$ cat config.mk
export PLATFORM = sky130hd
export DESIGN_NAME = checkpoint_commit_reader
export DESIGN_NICKNAME = d
export VERILOG_FILES = /design/src/rtl/checkpoint_commit_reader_pkg.sv /design/src/rtl/checkpoint_commit_reader_priority_finder.sv /design/src/rtl/checkpoint_commit_reader.sv
export SDC_FILE = /design/constraint.sdc
export NUM_CORES = 1
export LEC_CHECK = 0
export BUFFER_PORTS_ARGS = -buffer_cell sky130_fd_sc_hd__buf_4
export CAP_MARGIN = 20
export CORE_AREA = 2 2 146 148
export DETAILED_ROUTE_END_ITERATION = 10
export DIE_AREA = 0 0 148 150
export HOLD_SLACK_MARGIN = 0.05
export PLACE_DENSITY = 0.51
export SETUP_SLACK_MARGIN = 0.3
export SYNTH_ARGS = -nofsm -noshare
export SYNTH_HDL_FRONTEND = slang
export SYNTH_SLANG_ARGS = --single-unit
$ cat constraint.sdc
create_clock -name clk -period 3 [get_ports clk]
set_clock_uncertainty 0.2 [all_clocks]
set_input_delay 0.3 -clock clk [delete_from_list [all_inputs] [get_ports clk]]
set_output_delay 0.3 -clock clk [all_outputs]
set_load 0.1 [all_outputs]
$ cat src/rtl/checkpoint_commit_reader_pkg.sv
// Shared checkpoint types, commit geometry and small helpers for the commit-side reader.
// Latency: n/a (types, constants and a combinational helper function only).
// Backpressure: n/a.
package checkpoint_commit_reader_pkg;

    localparam int COMMIT_WIDTH        = 4;
    localparam int CHECKPOINT_ID_WIDTH = 4;

    // Snapshot handed back to rename/RAT on a mispredict restore.
    typedef struct packed {
        logic [31:0] pc;
        logic [15:0] ghr;
        logic [7:0]  rat_tag;
        logic [7:0]  fl_head;
    } checkpoint_t;

    typedef enum logic [1:0] {
        CKPT_RD_IDLE    = 2'd0,
        CKPT_RD_RESTORE = 2'd1,
        CKPT_RD_FLUSH   = 2'd2
    } ckpt_reader_state_t;

    // Population count of a 64-bit vector.
    function automatic logic [6:0] count_one(input logic [63:0] v);
        logic [6:0] n;
        n = '0;
        for (int i = 0; i < 64; i++) begin
            n = n + {6'd0, v[i]};
        end
        return n;
    endfunction

endpackage

$ cat src/rtl/checkpoint_commit_reader_priority_finder.sv
// Lowest-set-bit finder: index of the lowest asserted request plus a found flag.
// Latency: purely combinational.
// Backpressure: none.
// Ports: req (W request bits) -> idx (lowest set index, 0 when none), found.
module checkpoint_commit_reader_priority_finder #(
    parameter int W     = 4,
    parameter int IDX_W = (W > 1) ? $clog2(W) : 1
) (
    input  logic [W-1:0]     req,
    output logic [IDX_W-1:0] idx,
    output logic             found
);

    // Scan from the top down so the last hit written is the lowest slot.
    always_comb begin
        idx   = '0;
        found = 1'b0;
        for (int i = W - 1; i >= 0; i--) begin
            if (req[i]) begin
                idx   = IDX_W'(i);
                found = 1'b1;
            end
        end
    end

endmodule

$ cat src/rtl/checkpoint_commit_reader.sv
// Commit-side checkpoint reader: in-order pops, mispredict restore, then buffer flush.
// Latency: pops same cycle; restore_valid +1 cycle after mispredict, flush +2 cycles.
// Backpressure: reader_rob_ready is low outside IDLE; commit inputs are ignored then.
//
// Ports: clk/rst (async, active-low); rob_* commit slot inputs; commit_cpbuf_id/pop/flush
// to the checkpoint buffer with cpbuf_commit_data as its zero-latency read data;
// restore_valid/restore_data to rename/RAT; flush_done marks the end of a flush.
// Optional: define CHECKPOINT_COMMIT_READER_PERF_EN to add 64-bit saturating
// perf_pop_count and perf_restore_count outputs.
module checkpoint_commit_reader
    import checkpoint_commit_reader_pkg::*;
#(
    parameter int COMMIT_W = COMMIT_WIDTH,
    parameter int ID_W     = CHECKPOINT_ID_WIDTH
) (
    input  logic                             clk,
    input  logic                             rst,
    input  logic [COMMIT_W-1:0]              rob_commit_valid,
    input  logic [COMMIT_W-1:0]              rob_ckpt_valid,
    input  logic [COMMIT_W-1:0][ID_W-1:0]    rob_ckpt_id,
    input  logic [COMMIT_W-1:0]              rob_ckpt_mispredict,
    input  logic                             rob_exception_flush,
    output logic                             reader_rob_ready,
    output logic [COMMIT_W-1:0][ID_W-1:0]    commit_cpbuf_id,
    input  checkpoint_t [COMMIT_W-1:0]       cpbuf_commit_data,
    output logic [COMMIT_W-1:0]              commit_cpbuf_pop,
    output logic                             commit_cpbuf_flush,
    output logic                             restore_valid,
    output checkpoint_t                      restore_data,
    output logic                             flush_done
`ifdef CHECKPOINT_COMMIT_READER_PERF_EN
    ,
    output logic [63:0]                      perf_pop_count,
    output logic [63:0]                      perf_restore_count
`endif
);

    localparam int IDX_W = (COMMIT_W > 1) ? $clog2(COMMIT_W) : 1;

    ckpt_reader_state_t state_q, state_d;
    checkpoint_t        restore_q, restore_d;

    logic [COMMIT_W-1:0] mis_vec;
    logic [IDX_W-1:0]    mis_idx;
    logic                mis_found;
    logic                idle_act;

    // Reset also forces ready low so every output reads 0 while rst is held.
    assign idle_act = rst && (state_q == CKPT_RD_IDLE);
    assign mis_vec  = rob_commit_valid & rob_ckpt_mispredict;

    checkpoint_commit_reader_priority_finder #(
        .W     (COMMIT_W),
        .IDX_W (IDX_W)
    ) u_mis_finder (
        .req   (mis_vec),
        .idx   (mis_idx),
        .found (mis_found)
    );

    // ---------------- state register ----------------
    always_ff @(posedge clk or negedge rst) begin
        if (!rst) begin
            state_q   <= CKPT_RD_IDLE;
            restore_q <= '0;
        end else begin
            state_q   <= state_d;
            restore_q <= restore_d;
        end
    end

    // ---------------- next state ----------------
    // A mispredict wins over a simultaneous exception; the flush that follows
    // the restore covers the exception as well.
    always_comb begin
        state_d   = state_q;
        restore_d = restore_q;
        case (state_q)
            CKPT_RD_IDLE: begin
                if (mis_found) begin
                    state_d   = CKPT_RD_RESTORE;
                    restore_d = cpbuf_commit_data[mis_idx];
                end else if (rob_exception_flush) begin
                    state_d = CKPT_RD_FLUSH;
                end
            end
            CKPT_RD_RESTORE: state_d = CKPT_RD_FLUSH;
            CKPT_RD_FLUSH:   state_d = CKPT_RD_IDLE;
            default:         state_d = CKPT_RD_IDLE;
        endcase
    end

    // ---------------- outputs ----------------
    // Slots younger than the first mispredict are left for the ROB to squash;
    // the mispredicting slot itself still pops its checkpoint.
    always_comb begin
        commit_cpbuf_pop = '0;
        if (idle_act) begin
            for (int i = 0; i < COMMIT_W; i++) begin
                if (!mis_found || (IDX_W'(i) <= mis_idx)) begin
                    commit_cpbuf_pop[i] = rob_commit_valid[i] & rob_ckpt_valid[i];
                end
            end
        end
    end

    always_comb begin
        reader_rob_ready   = idle_act;
        commit_cpbuf_id    = rst ? rob_ckpt_id : '0;
        restore_valid      = (state_q == CKPT_RD_RESTORE);
        restore_data       = restore_q;
        commit_cpbuf_flush = (state_q == CKPT_RD_FLUSH);
        flush_done         = (state_q == CKPT_RD_FLUSH);
    end

`ifdef CHECKPOINT_COMMIT_READER_PERF_EN
    logic [63:0] pop_cnt_q, pop_cnt_d;
    logic [63:0] rst_cnt_q, rst_cnt_d;
    logic [64:0] pop_sum;

    always_comb begin
        pop_sum   = {1'b0, pop_cnt_q} + 65'(count_one(64'(commit_cpbuf_pop)));
        pop_cnt_d = pop_sum[64] ? '1 : pop_sum[63:0];
        rst_cnt_d = rst_cnt_q;
        if ((state_q == CKPT_RD_IDLE) && (state_d == CKPT_RD_RESTORE) && (rst_cnt_q != '1)) begin
            rst_cnt_d = rst_cnt_q + 64'd1;
        end
    end

    always_ff @(posedge clk or negedge rst) begin
        if (!rst) begin
            pop_cnt_q <= '0;
            rst_cnt_q <= '0;
        end else begin
            pop_cnt_q <= pop_cnt_d;
            rst_cnt_q <= rst_cnt_d;
        end
    end

    assign perf_pop_count     = pop_cnt_q;
    assign perf_restore_count = rst_cnt_q;
`endif

endmodule

==> impl_metrics.json, run 1 <==
{
  "num_vias": 4985,
  "period_share_pct": 81.22,
  "hpwl_um": 14090,
  "n_fill_cell": 2188,
  "clk_latency_ps": 320,
  "postSynthCellCount": 465,
  "finalPower_mw": 8.744,
  "io_buffers": 374,
  "root_buffer": "clkbuf_16",
  "grt_pass1_wl_um": 28100,
  "grt.total_usage_pct": 16.33,
  "wl_um": 19070,
  "yosysUniqueCellTypes": 27,
  "mostFrequentLayoutCells": "383 x buf_4, 69 x nand2_1, 66 x dfrtp_1",
  "powerDensity_nw_per_um2": 1180,
  "overflow": 0,
  "clock-sinks": 66,
  "drt_first_pass_iters": 4,
  "syn_area_um2": 4020,
  "ioPinCount": 375,
  "yosysWarningCount": 0,
  "dieArea_um2": 22200,
  "path_cells": "dlygate4sd3_1 > buf_4 > nor3b_4 > nand2_1 > nor2_2 > buf_4",
  "clk_pin_slew_ps": 60,
  "hp-class": "in2reg",
  "whs_ps": 70.90,
  "grt_pass1_vias": 4946,
  "clockBufferDepth": 2,
  "layoutNonFillerInstCount": 1102,
  "setup_violations": 0,
  "rows": 53,
  "max_cap_violations": 0,
  "cp_max_fo": 4,
  "netSwitchingFraction_pct": 61.43,
  "path_class": "in2out",
  "worstPathArrival_ps": 1940,
  "ys_seq_elements": 66,
  "maxSlewHeadroom_pct": 47.57,
  "syn2layout_area_growth_pct": 84.38,
  "route.antenna.remaining_nets": 0,
  "cts_tree": "built",
  "viasPerCell": 4.524,
  "max-vdd-ir-drop_uv": 456.9,
  "setup_ws_ps": 563.4,
  "grt_antenna_before_repair": 0,
  "max_freq_ghz": 0.4104,
  "drc": 0,
  "cts_buffers": 9,
  "cp-start-kind": "primary input",
  "rsz0062_at_grt": "false",
  "start_util_pct": 19.43,
  "htree_levels": 3,
  "tightest_slew_ps": 786.5,
  "die_w_um": 148,
  "worst_path_largest_cell_delay_ps": 560,
  "dp_slack_ps": 842.6,
  "syn_area_per_cell_um2": 8.645,
  "hold_viol": 0,
  "switching_power_mw": 5.371,
  "clkPwrFrac_pct": 11.9,
  "wire_per_inst_um": 17.30,
  "nets": 1109,
  "period_needed_ps": 2437,
  "layout_commonest_cell": "buf_4",
  "core_um2": 20690,
  "grt_start_max_net_pins": 83,
  "combPwrFrac_pct": 69.7,
  "crit_slowest_cell": "dlygate4sd3_1",
  "syn-num-nets": 752,
  "ys_seq_area_share_pct": 41.08,
  "worstPathRequired_ps": 2500,
  "intPower_mw": 3.373,
  "diodes": 0,
  "critPathMostFrequentCell": "buf_4",
  "drive_gt1_share_pct": 55.74,
  "drv_slew": 0,
  "power_frac_seq_pct": 18.4,
  "status": "finished clean",
  "gp_congestion": 0.7649,
  "final_area_um2": 7412,
  "total_leakage_power_nw": 3.587,
  "drtIter0Drc": 160,
  "dpl.cell_count": 1084,
  "final_core_util_pct": 35.82,
  "final.setup.tns_ps": 0,
  "place_area_um2": 7099,
  "die_h_um": 150,
  "worst_setup_path_end_kind": "output pin",
  "post_cts_resized": 0
}
==> layout make-up <==
class | instances | area, um2 | area share, %
repair buffers | 386 | 2915 | 39.33
multi-input cells | 358 | 2205 | 29.74
flip-flops and latches | 66 | 1652 | 22.28
well taps | 275 | 344.1 | 4.642
clock buffers | 13 | 270.3 | 3.646
clock inverters | 3 | 22.52 | 0.3038
inverters | 1 | 3.754 | 0.05064
==> critical path, delay by kind of cell <==
kind	cells	cell delay, ps
and+or+nand+nor	3	610
buffers and inverters	3	1010
==> synthesized netlist by cell type <==
cell,count,area (um2)
dfrtp_1,66,1652
buf_6,1,11.26
nor2b_1,2,12.51
o31ai_2,49,613.1
a31oi_1,1,6.260
nor2_1,67,251.5
and3_1,1,6.260
buf_2,14,70.07
clkbuf_2,1,5.000
a211o_1,1,8.760
buf_1,2,7.510
nand4_1,1,6.260
o31ai_1,15,112.6
o21ai_0,19,95.09
nand3_2,1,10.01
buf_4,5,37.54
and4_1,1,8.760
and2_1,16,100.1
nand2_1,69,259.0
a21boi_2,1,11.26
inv_2,1,3.750
nand3_1,2,10.01
o21ai_1,45,225.2
a22oi_2,2,25.02
o22ai_1,64,400.4
nor3b_1,1,7.510
clkbuf_1,17,63.81
==> metal layers <==
metal	wire length (um)	global-route usage [%]	share of wire [%]	up-vias
met3	1384	4.756	7.3	28
met4	374	5.190	2.0	0
met2	9850	29.26	52	195
met1	7458	18.69	39	2338
li1	-	-	-	2424
met5	0	0	0	-
==> path summary, 6_finish.rpt <==
check                                            start                            to  slack, ps  cells past startpoint
setup reg to reg                state_q[1]$_DFFE_PN0P_   restore_data[1]$_DFFE_PN0P_       1120                      5
min in group asynchronous                          rst   restore_data[3]$_DFFE_PN0P_        420                      3
hold reg to reg            restore_data[5]$_DFFE_PN0P_   restore_data[5]$_DFFE_PN0P_        280                      2
setup / recovery                                   rst           commit_cpbuf_pop[3]        560                      6
hold / removal                  cpbuf_commit_data[194]   restore_data[2]$_DFFE_PN0P_         70                      3
max in group asynchronous                          rst  restore_data[42]$_DFFE_PN0P_       1810                      3
==> logic make-up (layout without fill, tap and decap cells) <==
logic type	Yosys count	in the layout	share of synthesized area (%)
AO/OA/AOI/OAI	197	197	37.25
AND/OR/NAND/NOR	161	161	16.71
flip-flops	66	66	41.08
buffers and inverters	41	403	4.949
==> what timing repair did <==
item,CTS,global route
hold buffers,2,0
setup buffers,0,0
endpoints found under the hold margin,67,0
==> sequential cells by signal (all words and copies together), names as in the netlist <==
register / count
restore_data: 64
state_q: 2
==> power by group through the flow <==
stage               Sequential [mW]  Clock (mW)  Combinational (mW)
detailed placement             1.63           0                6.15
CTS                            1.62        1.08                6.15
floorplan                      4.75           0                1.53
finish                         1.61        1.04                6.09
global placement               1.62           0                6.13
global route                   1.67        1.11                6.36
No activity file was read; power rests on OpenSTA's default activity.
==> run 2, diff against run 1 <==
Clock period 3 ns to 2.4 ns, I/O delays scaled along.
==> run 2 against run 1 <==
Effect of this change:
- count of clock-buffer cells in the layout decreased by 1
- sequential share of layout area is 3.6 points lower
- combinational power increased by 30%
- via count is 12% higher
- global-route usage is 2.0 points higher
- critical endpoint is now commit_cpbuf_pop[2]
- largest cell class unchanged
==> impl_metrics.json, run 2 (synthesis gave the netlist of run 1 again) <==
{
  "dieArea_um2": 22200,
  "final_area_um2": 8822,
  "max-vdd-ir-drop_uv": 659.3,
  "period_needed_ps": 2025,
  "core_um2": 20690,
  "setup_violations": 0,
  "r2r_cells": 5,
  "hold_viol": 0,
  "drc": 0,
  "clockBufferDepth": 2,
  "finalPower_mw": 11.45,
  "overflow": 0,
  "cts_buffers": 9,
  "drv_slew": 0,
  "worstPathArrival_ps": 1580,
  "layout_commonest_cell": "buf_4",
  "cts_tree": "built",
  "clock-sinks": 66,
  "postCtsSetupRepairBufs": 0,
  "diodes": 0,
  "syn2layout_area_growth_pct": 119.5,
  "nets": 1237,
  "hpwl_um": 14710,
  "max_freq_ghz": 0.4939,
  "worstPathRequired_ps": 1960,
  "whs_ps": 47.64,
  "powerDensity_nw_per_um2": 1297,
  "die_w_um": 148,
  "maxSlewHeadroom_pct": 43.03,
  "die_h_um": 150,
  "gp_congestion": 0.7707,
  "period_share_pct": 84.36,
  "largest_reg_flops": 64,
  "rr_endpoint": "restore_data[20]$_DFFE_PN0P_",
  "wl_um": 20930,
  "path_class": "reg2out",
  "mostFrequentLayoutCells": "378 x buf_4, 126 x dlygate4sd3_1, 68 x nand2_1",
  "r2r_setup_slack_ps": 480,
  "wire_per_inst_um": 17.01,
  "num_vias": 5581,
  "route.antenna.remaining_nets": 0,
  "ioPinCount": 375,
  "worst_setup_path_end_kind": "output pin",
  "htree_levels": 3,
  "drive_gt1_share_pct": 49.01,
  "r2r_start": "state_q[1]$_DFFE_PN0P_",
  "grt_pass1_vias": 6019,
  "max_cap_violations": 0,
  "place_area_um2": 7207,
  "n_fill_cell": 2068,
  "tightest_slew_ps": 851.8,
  "rows": 53,
  "total_leakage_power_nw": 4.185,
  "grt_antenna_before_repair": 0,
  "drt_first_pass_iters": 4,
  "viasPerCell": 4.537,
  "rsz0062_at_grt": "false",
  "grt_start_max_net_pins": 65,
  "grt.total_usage_pct": 18.36,
  "root_buffer": "clkbuf_16",
  "cp-start-kind": "flip-flop",
  "io_buffers": 374,
  "drtIter0Drc": 170,
  "status": "finished clean",
  "cp_max_fo": 5,
  "grt_pass1_wl_um": 31940,
  "clk_latency_ps": 340,
  "hp-class": "in2async",
  "start_util_pct": 19.43,
  "clk_pin_slew_ps": 60
}
run 2: power breakdown:
part / internal (mW) / switching (mW)
combinational: 1.94 / 5.95
clock: 0.994 / 0.535
sequential: 1.69 / 0.335
run 2: stage by stage:
step	util [%]	worst slack, ps	setup TNS (ps)	cells
after CTS	42.54	306.2	0	1229
after floorplan	-	-140.7	-441.7	465
final	42.64	375.3	0	1230
after global placement	34.83	325.5	0	1088
after global routing	42.64	301.2	0	1230
after detailed placement	34.83	302.4	0	1088
run 2: worst max path at each step:
| stage | from | to | slack, ps | cells past startpoint |
|---|---|---|---|---|
| after floorplan | state_q[0]$_DFFE_PN0P_ | commit_cpbuf_pop[2] | -140 | 3 |
| after global placement | rob_commit_valid[0] | restore_data[30]$_DFFE_PN0P_ | 330 | 6 |
| after detailed placement | rob_commit_valid[0] | restore_data[7]$_DFFE_PN0P_ | 300 | 6 |
| after CTS | state_q[0]$_DFFE_PN0P_ | commit_cpbuf_pop[3] | 310 | 4 |
| after global routing | state_q[1]$_DFFE_PN0P_ | commit_cpbuf_pop[2] | 300 | 4 |
| final | state_q[1]$_DFFE_PN0P_ | commit_cpbuf_pop[2] | 380 | 4 |
run 2: worst max-delay path, cell delays in order (launching register included):
cell	delay, ps
dfrtp_1	450
nor3b_4	300
nand2_2	140
nor2_4	130
buf_6	220
run 2: per-layer routing:
metal	routed length, um	track usage (%)	part of all wire (%)	vias to the layer above
li1	-	-	-	2690
met1	8066	20.89	39	2653
met2	11290	34.38	54	205
met3	1074	3.079	5.1	33
met4	497	6.667	2.4	0
met5	0	0	0	-
run 2: area by class of cell:
cell class,count,area (um2),share of cell area (%)
tap,275,344.1,3.900
inverter,1,3.754,0.04255
sequential,66,1652,18.72
clock inverter,4,72.57,0.8226
timing repair buffer,514,4264,48.33
multi-input combinational,358,2220,25.16
clock buffer,12,266.5,3.021
run 2: repair_timing:
action                     CTS  global route
resized for setup            1             3
hold buffers               125             1
hold endpoints to repair    79             1
pin swaps                    0             1
setup endpoints to repair    1             4
==> run 3, diff against run 2 <==
Clock period 2.4 ns to 1.9 ns, I/O delays scaled along.
==> run 3 against run 2 <==
Effect of this change:
- synthesized area did not move
- the flow now stops in clock tree synthesis
- synthesized cell count stayed put
==> impl_metrics.json, run 3 <==
{
  "status": "stopped before the end",
  "haltStage": "clock tree synthesis",
  "tool.error": "[ERROR RSZ-0060] Max buffer count reached.",
  "root_buffer": "clkbuf_16",
  "die_w_um": 148,
  "ioPinCount": 375,
  "synth.largest_area_cell": "dfrtp_1",
  "ys_seq_elements": 66,
  "dp_slack_ps": 143.0,
  "yosysUniqueCellTypes": 27,
  "io_buffers": 374,
  "die_h_um": 150,
  "start_util_pct": 19.43,
  "cts_buffers": 9,
  "clock-sinks": 66,
  "synth_edf_count": 0,
  "async_reset_ff_share_pct": 100.0,
  "rows": 53,
  "synth.top_cells.by_count": "69 x nand2_1, 67 x nor2_1, 66 x dfrtp_1",
  "synth_top_area_share_pct": 41.08,
  "post_cts_resized": 28,
  "htree_levels": 3,
  "postCtsSetupRepairBufs": 3,
  "postSynthCellCount": 465,
  "synth_most_common_cell": "nand2_1",
  "postCtsHoldBufs": 223,
  "clockBufferDepth": 2,
  "yosysWarningCount": 0,
  "syn-num-nets": 752,
  "synthFlopType": "dfrtp_1",
  "syn_area_per_cell_um2": 8.645,
  "syn_area_um2": 4020,
  "synthTopCellsByArea": "dfrtp_1 41%, o31ai_2 15%, o22ai_1 10%",
  "hpwl_um": 14400,
  "gp_congestion": 0.7813,
  "ys_seq_area_share_pct": 41.08
}
-- run 3: cell counts after synthesis --
Identical to the previous run, type by type.
-- run 3: per-stage QoR --
step           std cells  hold WS, ps  instance area (um2)  setup TNS, ps
2_1_floorplan        465       -305.6                 4056          -2481
3_3_place_gp        1088        36.32                 7244              0
3_5_place_dp        1088        35.39                 7244              0
-- run 3: cells by family after synthesis --
family,after synthesis,share of synthesized area (%)
compound gates,197,37.25
buf+inv,41,4.949
flops,66,41.08
simple gates,161,16.71
==> run 4, diff against run 3 <==
Settings changed: HOLD_SLACK_MARGIN 0.05 to default, PLACE_DENSITY 0.51 to default, PLACE_DENSITY_LB_ADDON from default to 0.15, SETUP_SLACK_MARGIN 0.3 to default.
==> run 4 against run 3 <==
Effect of this change:
- the flow now finishes, with violations (hold timing)
==> impl_metrics.json, run 4 (synthesis gave the netlist of run 1 again) <==
{
  "dp_slack_ps": 96.36,
  "place_area_um2": 7247,
  "r2r_setup_slack_ps": 90,
  "rsz0062_at_grt": "true",
  "dieArea_um2": 22200,
  "layout_commonest_cell": "buf_4",
  "whs_ps": -29.06,
  "drc": 0,
  "overflow": 0,
  "path_cells": "nor3b_4 > nand2_2 > nor2_4 > buf_12",
  "worstPathArrival_ps": 1500,
  "grt_pass1_wl_um": 30280,
  "gp_congestion": 0.7604,
  "setup_violations": 0,
  "powerDensity_nw_per_um2": 1613,
  "clk_latency_ps": 330,
  "hold_viol": 62,
  "cp_max_fo": 4,
  "wl_um": 20400,
  "largest_reg_flops": 64,
  "crit_slowest_cell": "dfrtp_2",
  "grt_start_max_net_pins": 53,
  "worstPathRequired_ps": 1510,
  "worst_setup_path_end_kind": "output pin",
  "route.antenna.remaining_nets": 0,
  "num_vias": 5482,
  "start_util_pct": 19.43,
  "wire_per_inst_um": 16.64,
  "grt.total_usage_pct": 17.57,
  "drive_gt1_share_pct": 49.84,
  "total_leakage_power_nw": 4.173,
  "die_h_um": 150,
  "path_class": "reg2out",
  "viasPerCell": 4.471,
  "grt_pass1_vias": 5654,
  "clock-sinks": 66,
  "crit_family": "simple AND/OR/NAND/NOR gates",
  "hp-class": "in2async",
  "worst_path_largest_cell_delay_ps": 420,
  "status": "finished, violations left",
  "clockBufferDepth": 2,
  "syn2layout_area_growth_pct": 118.9,
  "rows": 53,
  "clk_pin_slew_ps": 50,
  "mostFrequentLayoutCells": "380 x buf_4, 117 x dlygate4sd3_1, 68 x nand2_1",
  "period_needed_ps": 1886,
  "hpwl_um": 14440,
  "final_area_um2": 8800,
  "grt_antenna_before_repair": 0,
  "io_buffers": 374,
  "drt_first_pass_iters": 4,
  "tightest_slew_ps": 461.1,
  "cts_buffers": 9,
  "finalPower_mw": 14.19,
  "period_share_pct": 99.28,
  "nets": 1234,
  "ioPinCount": 375,
  "max-vdd-ir-drop_uv": 584.2,
  "violations": "hold timing",
  "maxSlewHeadroom_pct": 69.26,
  "drv_slew": 0,
  "drtIter0Drc": 129,
  "max_freq_ghz": 0.5302,
  "root_buffer": "clkbuf_16",
  "diodes": 0,
  "die_w_um": 148,
  "cp-start-kind": "flip-flop",
  "setup_ws_ps": 13.76,
  "crit_buf_inv": 1,
  "core_um2": 20690,
  "htree_levels": 3,
  "cts_tree": "built",
  "max_cap_violations": 0
}
## run 4: worst paths after layout
path / from / end / depth (start not counted)
worst max-delay path: state_q[0]$_DFFE_PN0P_ / commit_cpbuf_pop[2] / 4
worst min-delay path: rst / restore_data[29]$_DFFE_PN0P_ / 3
worst max register to register: state_q[1]$_DFFE_PN0P_ / restore_data[0]$_DFFE_PN0P_ / 6
worst min register to register: restore_data[51]$_DFFE_PN0P_ / restore_data[51]$_DFFE_PN0P_ / 2
max in group asynchronous: rst / restore_data[30]$_DFFE_PN0P_ / 3
min in group clk: cpbuf_commit_data[39] / restore_data[39]$_DFFE_PN0P_ / 3
## run 4: metrics by stage
step | std cells | utilization, % | setup TNS (ps)
after CTS | 1225 | 42.39 | -59.46
after floorplan | 465 | - | -2481
after detailed placement | 1090 | 35.03 | 0
final | 1226 | 42.53 | 0
after global placement | 1090 | 35.03 | 0
after global routing | 1226 | 42.53 | -289.4
## run 4: area by class of cell
class                   count  area (um2)
repair buffers            511        4300
well taps                 275       344.1
clock inverters             3       15.01
flip-flops and latches     66        1654
clock buffers              12       256.5
multi-input cells         358        2221
inverters                   1       8.758
fillers                  2115       11890
## run 4: per-layer routing
layer / vias to the layer above / wire length (um) / track usage [%] / part of all wire, %
met5: - / 0 / 0 / 0
met4: 0 / 412 / 6.190 / 2.0
met3: 26 / 1598 / 4.573 / 7.8
met2: 227 / 10700 / 32.80 / 52
met1: 2550 / 7693 / 19.15 / 38
li1: 2679 / - / - / -
## run 4: report_power, final
part           leakage, nW  total [mW]  switching, mW  internal [mW]
Sequential           0.797        2.52          0.387           2.14
Clock                0.138        1.57          0.624          0.941
Combinational         3.24        10.1           7.54           2.56
## run 4: timing repair
item                                    4_1_cts  5_1_grt
buffers inserted                              3        0
pin swaps                                     2        2
resized for setup                            16        2
cloned                                        0        1
hold buffers                                117        0
endpoints found under the setup margin        4       28
hold endpoints to repair                     67        0
## run 4: tightest hold or removal path, cell delays in order
cell   delay [ps]
buf_4          90
buf_4         210
buf_4         420
